--- src/rtl/elevator_floor_ctrl_pkg.sv ---
// rtl/elevator_floor_ctrl_pkg.sv - shared types, constants and floor-mask helpers for the elevator car controller
package elevator_floor_ctrl_pkg;

    typedef enum logic [1:0] {
        IDLE    = 2'd0,
        MOVE_UP = 2'd1,
        MOVE_DN = 2'd2,
        DOOR    = 2'd3
    } state_t;

    localparam int   FLOOR_W = 4;
    localparam int   TIMER_W = 16;
    localparam logic UP      = 1'b1;
    localparam logic DN      = 1'b0;

    // Floors strictly above f, over the full 16-floor space
    function automatic logic [15:0] above_mask(input logic [FLOOR_W-1:0] f);
        logic [15:0] m;
        for (int i = 0; i < 16; i++) m[i] = (i > int'(f));
        return m;
    endfunction

    // Floors strictly below f
    function automatic logic [15:0] below_mask(input logic [FLOOR_W-1:0] f);
        logic [15:0] m;
        for (int i = 0; i < 16; i++) m[i] = (i < int'(f));
        return m;
    endfunction

    function automatic logic [15:0] onehot(input logic [FLOOR_W-1:0] f);
        return 16'(1) << f;
    endfunction

endpackage

--- src/rtl/elevator_floor_ctrl_if.sv ---
// rtl/elevator_floor_ctrl_if.sv - call buttons in, car status out
interface elevator_floor_ctrl_if
    import elevator_floor_ctrl_pkg::*;
#(
    parameter int NUM_FLOORS = 8
);
    logic [NUM_FLOORS-1:0] call_req;
    logic [FLOOR_W-1:0]    floor;
    logic                  disp_en;
    logic                  moving_up;
    logic                  moving_dn;
    logic                  door_open;
    logic [NUM_FLOORS-1:0] pending;

    modport master (
        output call_req,
        input  floor, disp_en, moving_up, moving_dn, door_open, pending
    );

    modport slave (
        input  call_req,
        output floor, disp_en, moving_up, moving_dn, door_open, pending
    );
endinterface

--- src/rtl/elevator_cycle_timer.sv ---
// rtl/elevator_cycle_timer.sv - loadable down-counter shared by travel and door timing
module elevator_cycle_timer
    import elevator_floor_ctrl_pkg::*;
(
    input  logic               clk,
    input  logic               reset_n,
    input  logic               load,
    input  logic [TIMER_W-1:0] load_val,
    output logic [TIMER_W-1:0] count_next,
    output logic               done
);
    logic [TIMER_W-1:0] count_q;

    // Reload on request, otherwise count down and park at zero
    always_comb begin
        count_next = count_q;
        if (load)
            count_next = load_val;
        else if (count_q != '0)
            count_next = count_q - TIMER_W'(1);
    end

    // Count register
    always_ff @(posedge clk or negedge reset_n) begin
        if (!reset_n) count_q <= '0;
        else          count_q <= count_next;
    end

    assign done = (count_q == '0);
endmodule

--- src/rtl/elevator_floor_ctrl.sv ---
// rtl/elevator_floor_ctrl.sv - elevator car FSM with call latching; FLOOR_BLINK_EN blinks the display in travel
module elevator_floor_ctrl
    import elevator_floor_ctrl_pkg::*;
#(
    parameter int NUM_FLOORS    = 8,
    parameter int TRAVEL_CYCLES = 4,
    parameter int DOOR_CYCLES   = 6
)(
    input  logic                 clk,
    input  logic                 reset_n,
    elevator_floor_ctrl_if.slave bus
);
`ifdef FLOOR_BLINK_EN
    localparam int BLINK_FROM = TRAVEL_CYCLES / 2;
`else
    // Elapsed travel count never reaches this, so the display stays on
    localparam int BLINK_FROM = TRAVEL_CYCLES;
`endif

    state_t                state_q, state_d;
    logic [FLOOR_W-1:0]    floor_q, floor_d, floor_up, floor_dn, clr_floor;
    logic                  last_dir_q, last_dir_d, clr_en;
    logic [NUM_FLOORS-1:0] pend_q, pend_d;
    logic [15:0]           eff;
    logic                  call_here, eff_here, eff_up, eff_dn;
    logic                  any_above, any_below, further_up, further_dn;
    logic                  tmr_load, tmr_done;
    logic [TIMER_W-1:0]    tmr_load_val, tmr_count_next, elapsed;
    logic                  moving_up_q, moving_dn_q, door_open_q, disp_en_q;
    logic                  moving_up_d, moving_dn_d, door_open_d, disp_en_d;

    // A call seen this cycle counts immediately, so a call at the current floor opens with latency 1
    assign eff        = 16'(pend_q) | 16'(bus.call_req);
    assign floor_up   = floor_q + FLOOR_W'(1);
    assign floor_dn   = floor_q - FLOOR_W'(1);
    assign call_here  = |(16'(bus.call_req) & onehot(floor_q));
    assign eff_here   = |(eff & onehot(floor_q));
    assign eff_up     = |(eff & onehot(floor_up));
    assign eff_dn     = |(eff & onehot(floor_dn));
    assign any_above  = |(eff & above_mask(floor_q));
    assign any_below  = |(eff & below_mask(floor_q));
    assign further_up = |(eff & above_mask(floor_up));
    assign further_dn = |(eff & below_mask(floor_dn));

    elevator_cycle_timer u_timer (
        .clk        (clk),
        .reset_n    (reset_n),
        .load       (tmr_load),
        .load_val   (tmr_load_val),
        .count_next (tmr_count_next),
        .done       (tmr_done)
    );

    // State, position and latched calls
    always_ff @(posedge clk or negedge reset_n) begin
        if (!reset_n) begin
            state_q     <= IDLE;
            floor_q     <= '0;
            last_dir_q  <= UP;
            pend_q      <= '0;
            moving_up_q <= 1'b0;
            moving_dn_q <= 1'b0;
            door_open_q <= 1'b0;
            disp_en_q   <= 1'b0;
        end else begin
            state_q     <= state_d;
            floor_q     <= floor_d;
            last_dir_q  <= last_dir_d;
            pend_q      <= pend_d;
            moving_up_q <= moving_up_d;
            moving_dn_q <= moving_dn_d;
            door_open_q <= door_open_d;
            disp_en_q   <= disp_en_d;
        end
    end

    // Next-state: dispatch from IDLE, step floors when travel time expires, hold the door
    always_comb begin
        state_d    = state_q;
        floor_d    = floor_q;
        last_dir_d = last_dir_q;
        tmr_load   = 1'b0;
        clr_en     = 1'b0;
        clr_floor  = floor_q;
        case (state_q)
            IDLE: begin
                tmr_load = 1'b1;
                if (eff_here) begin
                    state_d = DOOR;
                    clr_en  = 1'b1;
                end else if (last_dir_q == UP && any_above) state_d = MOVE_UP;
                else if (any_below)                        state_d = MOVE_DN;
                else if (any_above)                        state_d = MOVE_UP;
                else                                       tmr_load = 1'b0;
            end
            MOVE_UP: if (tmr_done) begin
                floor_d    = floor_up;
                last_dir_d = UP;
                tmr_load   = 1'b1;
                clr_floor  = floor_up;
                if (eff_up) begin
                    state_d = DOOR;
                    clr_en  = 1'b1;
                end else if (!further_up) state_d = IDLE;
            end
            MOVE_DN: if (tmr_done) begin
                floor_d    = floor_dn;
                last_dir_d = DN;
                tmr_load   = 1'b1;
                clr_floor  = floor_dn;
                if (eff_dn) begin
                    state_d = DOOR;
                    clr_en  = 1'b1;
                end else if (!further_dn) state_d = IDLE;
            end
            DOOR: begin
                if (call_here) begin
                    tmr_load = 1'b1;
                    clr_en   = 1'b1;
                end else if (tmr_done) begin
                    state_d  = IDLE;
                    tmr_load = 1'b1;
                end
            end
            default: state_d = IDLE;
        endcase
        tmr_load_val = (state_d == DOOR) ? TIMER_W'(DOOR_CYCLES - 1) : TIMER_W'(TRAVEL_CYCLES - 1);
        pend_d = (pend_q | bus.call_req) &
                 ~(clr_en ? NUM_FLOORS'(onehot(clr_floor)) : {NUM_FLOORS{1'b0}});
    end

    // Registered status outputs derived from the upcoming state and timer value
    always_comb begin
        moving_up_d = (state_d == MOVE_UP);
        moving_dn_d = (state_d == MOVE_DN);
        door_open_d = (state_d == DOOR);
        elapsed     = TIMER_W'(TRAVEL_CYCLES - 1) - tmr_count_next;
        disp_en_d   = !((moving_up_d || moving_dn_d) && (elapsed >= TIMER_W'(BLINK_FROM)));
    end

    assign bus.floor     = floor_q;
    assign bus.pending   = pend_q;
    assign bus.moving_up = moving_up_q;
    assign bus.moving_dn = moving_dn_q;
    assign bus.door_open = door_open_q;
    assign bus.disp_en   = disp_en_q;
endmodule
--- src/flat_wrapper.sv ---
// flat-port wrapper written by rule: the top's interface ports become plain ports
module elevator_floor_ctrl_flat import elevator_floor_ctrl_pkg::*;
#(
    parameter int NUM_FLOORS    = 8,
    parameter int TRAVEL_CYCLES = 4,
    parameter int DOOR_CYCLES   = 6
)
  (clk, reset_n, bus_call_req, bus_floor, bus_disp_en, bus_moving_up, bus_moving_dn, bus_door_open, bus_pending);
  elevator_floor_ctrl_if #(.NUM_FLOORS(NUM_FLOORS)) bus_i ();
  input  logic clk;
  input  logic reset_n;
  input wire logic [$bits(bus_i.call_req)-1:0] bus_call_req;
  output wire logic [$bits(bus_i.floor)-1:0] bus_floor;
  output wire logic [$bits(bus_i.disp_en)-1:0] bus_disp_en;
  output wire logic [$bits(bus_i.moving_up)-1:0] bus_moving_up;
  output wire logic [$bits(bus_i.moving_dn)-1:0] bus_moving_dn;
  output wire logic [$bits(bus_i.door_open)-1:0] bus_door_open;
  output wire logic [$bits(bus_i.pending)-1:0] bus_pending;
  assign bus_i.call_req = bus_call_req;
  assign bus_floor = bus_i.floor;
  assign bus_disp_en = bus_i.disp_en;
  assign bus_moving_up = bus_i.moving_up;
  assign bus_moving_dn = bus_i.moving_dn;
  assign bus_door_open = bus_i.door_open;
  assign bus_pending = bus_i.pending;
  elevator_floor_ctrl #(.NUM_FLOORS(NUM_FLOORS), .TRAVEL_CYCLES(TRAVEL_CYCLES), .DOOR_CYCLES(DOOR_CYCLES)) u_core (.clk(clk), .reset_n(reset_n), .bus(bus_i));
endmodule
--- config.mk ---
export PLATFORM = sky130hd
export DESIGN_NAME = elevator_floor_ctrl_flat
export DESIGN_NICKNAME = d
export VERILOG_FILES = /design/src/rtl/elevator_floor_ctrl_pkg.sv /design/src/rtl/elevator_floor_ctrl_if.sv /design/src/rtl/elevator_cycle_timer.sv /design/src/rtl/elevator_floor_ctrl.sv /design/src/flat_wrapper.sv
export SDC_FILE = /design/constraint.sdc
export NUM_CORES = 1
export LEC_CHECK = 0
export ABC_AREA = 0
export BUFFER_PORTS_ARGS = -buffer_cell sky130_fd_sc_hd__buf_2
export CAP_MARGIN = 40
export CORE_UTILIZATION = 60
export DETAILED_ROUTE_END_ITERATION = 12
export PLACE_DENSITY_LB_ADDON = 0.15
export SYNTH_ARGS = -nofsm -noshare
export SYNTH_HDL_FRONTEND = slang
export SYNTH_HIERARCHICAL = 1
export SYNTH_SLANG_ARGS = --single-unit
--- constraint.sdc ---
create_clock -name clk -period 4.5 [get_ports clk]
set_clock_uncertainty 0.2 [all_clocks]
set_input_delay 0.9 -clock clk [delete_from_list [all_inputs] [get_ports clk]]
set_output_delay 0.9 -clock clk [all_outputs]
set_load 0.005 [all_outputs]
==> metrics <==
hold_sp u_core/last_dir_q$_DFFE_PN1P_; critical path class register to register; Tcrit/Tclk final 91.23%; DR vias/cell 6.600; die area 0.005208 mm2; grt ovf 0; Critical Path End u_core/bus.disp_en$_DFF_PN0_; register area 877.1 um2; number of global-route vias before repair 2,841; Worst VDD drop 384.4 uV; Post-Route WL 8.301 mm; cells after synthesis 356; Setup WS post-layout 0.3947 ns; fin. max-slew vios 0; WP buf/inv 3; pin count of the biggest net entering global routing 36; commonest cells in the netlist nor2_1, dfrtp_1, o21ai_0; RSZ-0062 raised after global routing no; crit path cell chain inv_1, ha_1, nor3b_1, nand4_1, inv_2, inv_1, nor4_2, o32ai_1, a211oi_1, ha_1, nand2_1, o21ai_0, nor2_1, a41o_1; # IOs 26; First-pass DRT Iterations 5; critical path launch point type register; die height 72.17 um; Final setup viols 0; power per cell area 463.7 mW/mm2; Clk pin slew, worst setup/hold paths 0.07 ns; count of different cell masters after synthesis 67; Chip Width 72.17 um; wire per inst 18.05 um; Rel. slew slack 48.93%; Worst setup EP type register; PortBufs 25; r2r worst-path depth 14; yosys synthesis warning count 6; FILL cells 375; Critical Path RT 4.48 ns; syn avg cell area 8.298 um2; initial antenna violation count 0; outcome completed; FP Rows 25; start of the worst register-to-register path u_core/u_timer/count_q[0]$_DFF_PN0_; Via Count 3,036; Psw 693.4 uW; layout cell share with drive strength beyond 1 14.76%; top-count cell post-synth nor2_1; Int Power 817.0 uW; number of enable flip-flop cells after synthesis 0; Seq pwr share 37.3%; post-route setup TNS 0 ns; Stages on worst setup path 14; Yosys top cell by area dfrtp_1; ys flop type dfrtp_1; CP delay by family, top simple AND/OR/NAND/NOR gates; Routability Congestion 0.9823; asr flop ratio synth 100.0%; worst hold path class register to register; fin crit period 4.105 ns; Peak Freq 243.6 MHz; Max-Cap Viols 0; ANT nets after route 0; TritonCTS clock tree yes; Fin. Hold Viols 0; DRC 0; Num Clock Sinks 35; Layout area overhead 10.25%; Initial Util 62.54%; Critical Path AT 4.08 ns; global-route wire length before repair 13.92 mm; Yosys top cell area share 28.80%; Crit Reg-Reg Endpoint u_core/bus.disp_en$_DFF_PN0_; Synth Register Bits 35; Slew @ Worst Pin 0.7661 ns; dpl ws 0.3181 ns; peak per-stage delay on the critical path 0.53 ns; Ant. Diodes 0; slowest CP cell a211oi_1; HPWL Detailed 6.143 mm; area used by multi-input combinational logic 0.001963 mm2; nets 425; crit-path max FO 25; GRT Total Usage 34.19%; Clock Path Buffers 2; Root Buffer clkbuf_8; Combinational Power Share 48.9%; P_leak 1.288 nW; clock share of power 13.8%; Synth area leaders dfrtp_1, ha_1, o21ai_0; Syn Std Cell Area 0.002954 mm2; CTS Buf Count 5; sequential area share after synthesis 29.69%; Worst R2R Setup Slack 0.39 ns; Core Box Area 0.004723 mm2; Sw Ratio 45.91%; crit path launch u_core/u_timer/count_q[0]$_DFF_PN0_; Clk Latency, worst-skew pair 0.29 ns; Max H-tree Level 2; number of DRC markers in iteration 0 479
[cells in the final DEF (no fill, tap or decap), types with 4 or more instances in the layout]
cell type	netlist	final
nor2_1	37	37
mux2i_1	5	5
o21ai_0	34	34
ha_1	21	21
o31ai_1	4	4
nor3_1	9	9
inv_1	19	19
a211oi_1	5	5
nor4_2	3	4
nand4_1	6	6
conb_1	2	14
or4_1	8	8
a31oi_1	10	10
buf_2	3	25
nand2b_1	4	4
nand3_1	13	13
o211ai_1	5	5
a21oi_1	25	25
nand2_1	26	26
a22oi_1	5	5
nor4_1	9	8
dfrtp_1	34	34
buf_4	3	8
o221ai_1	4	4
clkbuf_8	0	5
or3_1	4	4
[timing repair]
action                                  CTS  global route
setup buffers                             0             0
hold buffers                              0             0
endpoints found under the setup margin    0             2
resized for setup                         0             1
[metrics by stage]
| stage | instance area [um2] | instances | utilization (%) | hold slack (ns) | total power [mW] |
|---|---|---|---|---|---|
| global placement | 3178 | 454 | 67.28 | 0.3218 | 1.260 |
| floorplan | 2999 | 368 | - | 0.3047 | 1.059 |
| global route | 3257 | 460 | 68.95 | 0.3732 | 1.622 |
| detailed placement | 3178 | 454 | 67.28 | 0.3303 | 1.280 |
| CTS | 3251 | 460 | 68.82 | 0.3402 | 1.495 |
| finish | 3257 | 460 | 68.95 | 0.3372 | 1.510 |
[layer usage]
metal	vias up	part of all wire, %	routed length (um)	GRT usage, %
li1	1407	-	-	-
met1	1410	45	3741	51.11
met2	204	43	3533	50.36
met3	15	11	907	6.389
met4	0	1.4	119	9.586
met5	-	0	0	0
[flip-flops by register name, summed over array words and instances, names as in the netlist]
register                count
u_core/bus.door_open        1
u_core/state_q              2
u_core/bus.moving_dn        1
u_core/bus.pending          8
u_core/bus.floor            4
u_core/bus.disp_en          1
u_core/bus.moving_up        1
u_core/last_dir_q           1
u_core/u_timer/count_q     16
[tightest hold or removal path, delay by kind of cell (launching register included)]
kind | cells | cell delay, ns
flip-flops | 1 | 0.38
AO/OA/AOI/OAI | 2 | 0.16
[cell type report]
cell class | instances | share of cell area [%]
Inverter | 20 | 2.305
Tap cell | 67 | 2.574
Timing Repair Buffer | 33 | 5.686
Clock buffer | 6 | 2.228
Multi-Input combinational cell | 299 | 60.28
Sequential cell | 35 | 26.93
[logic make-up after synthesis]
logic type / synth area share, %
flip-flops: 29.69
multiplexers: 2.075
XOR/XNOR: 0.5931
AO/OA/AOI/OAI: 27.70
AND/OR/NAND/NOR: 24.86
adder cells (fa/ha/maj): 9.233
buffers and inverters: 5.591
other: 0.2542
[power by group through the flow]
stage / Combinational, mW / Sequential, mW / Clock (mW)
4_1_cts: 0.726 / 0.558 / 0.212
3_3_place_gp: 0.701 / 0.558 / 0
2_1_floorplan: 0.540 / 0.520 / 0
5_1_grt: 0.824 / 0.574 / 0.224
6_report: 0.739 / 0.563 / 0.208
3_5_place_dp: 0.718 / 0.562 / 0
[how the worst min path moves through the flow]
stage	end	slack, ns	cells after the start
after global placement	u_core/last_dir_q$_DFFE_PN1P_	0.32	2
final	u_core/last_dir_q$_DFFE_PN1P_	0.34	2
after floorplan	u_core/last_dir_q$_DFFE_PN1P_	0.30	2
after CTS	u_core/last_dir_q$_DFFE_PN1P_	0.34	2
after detailed placement	u_core/last_dir_q$_DFFE_PN1P_	0.33	2
after global routing	u_core/last_dir_q$_DFFE_PN1P_	0.37	2
(Power assumes the default switching activity.)
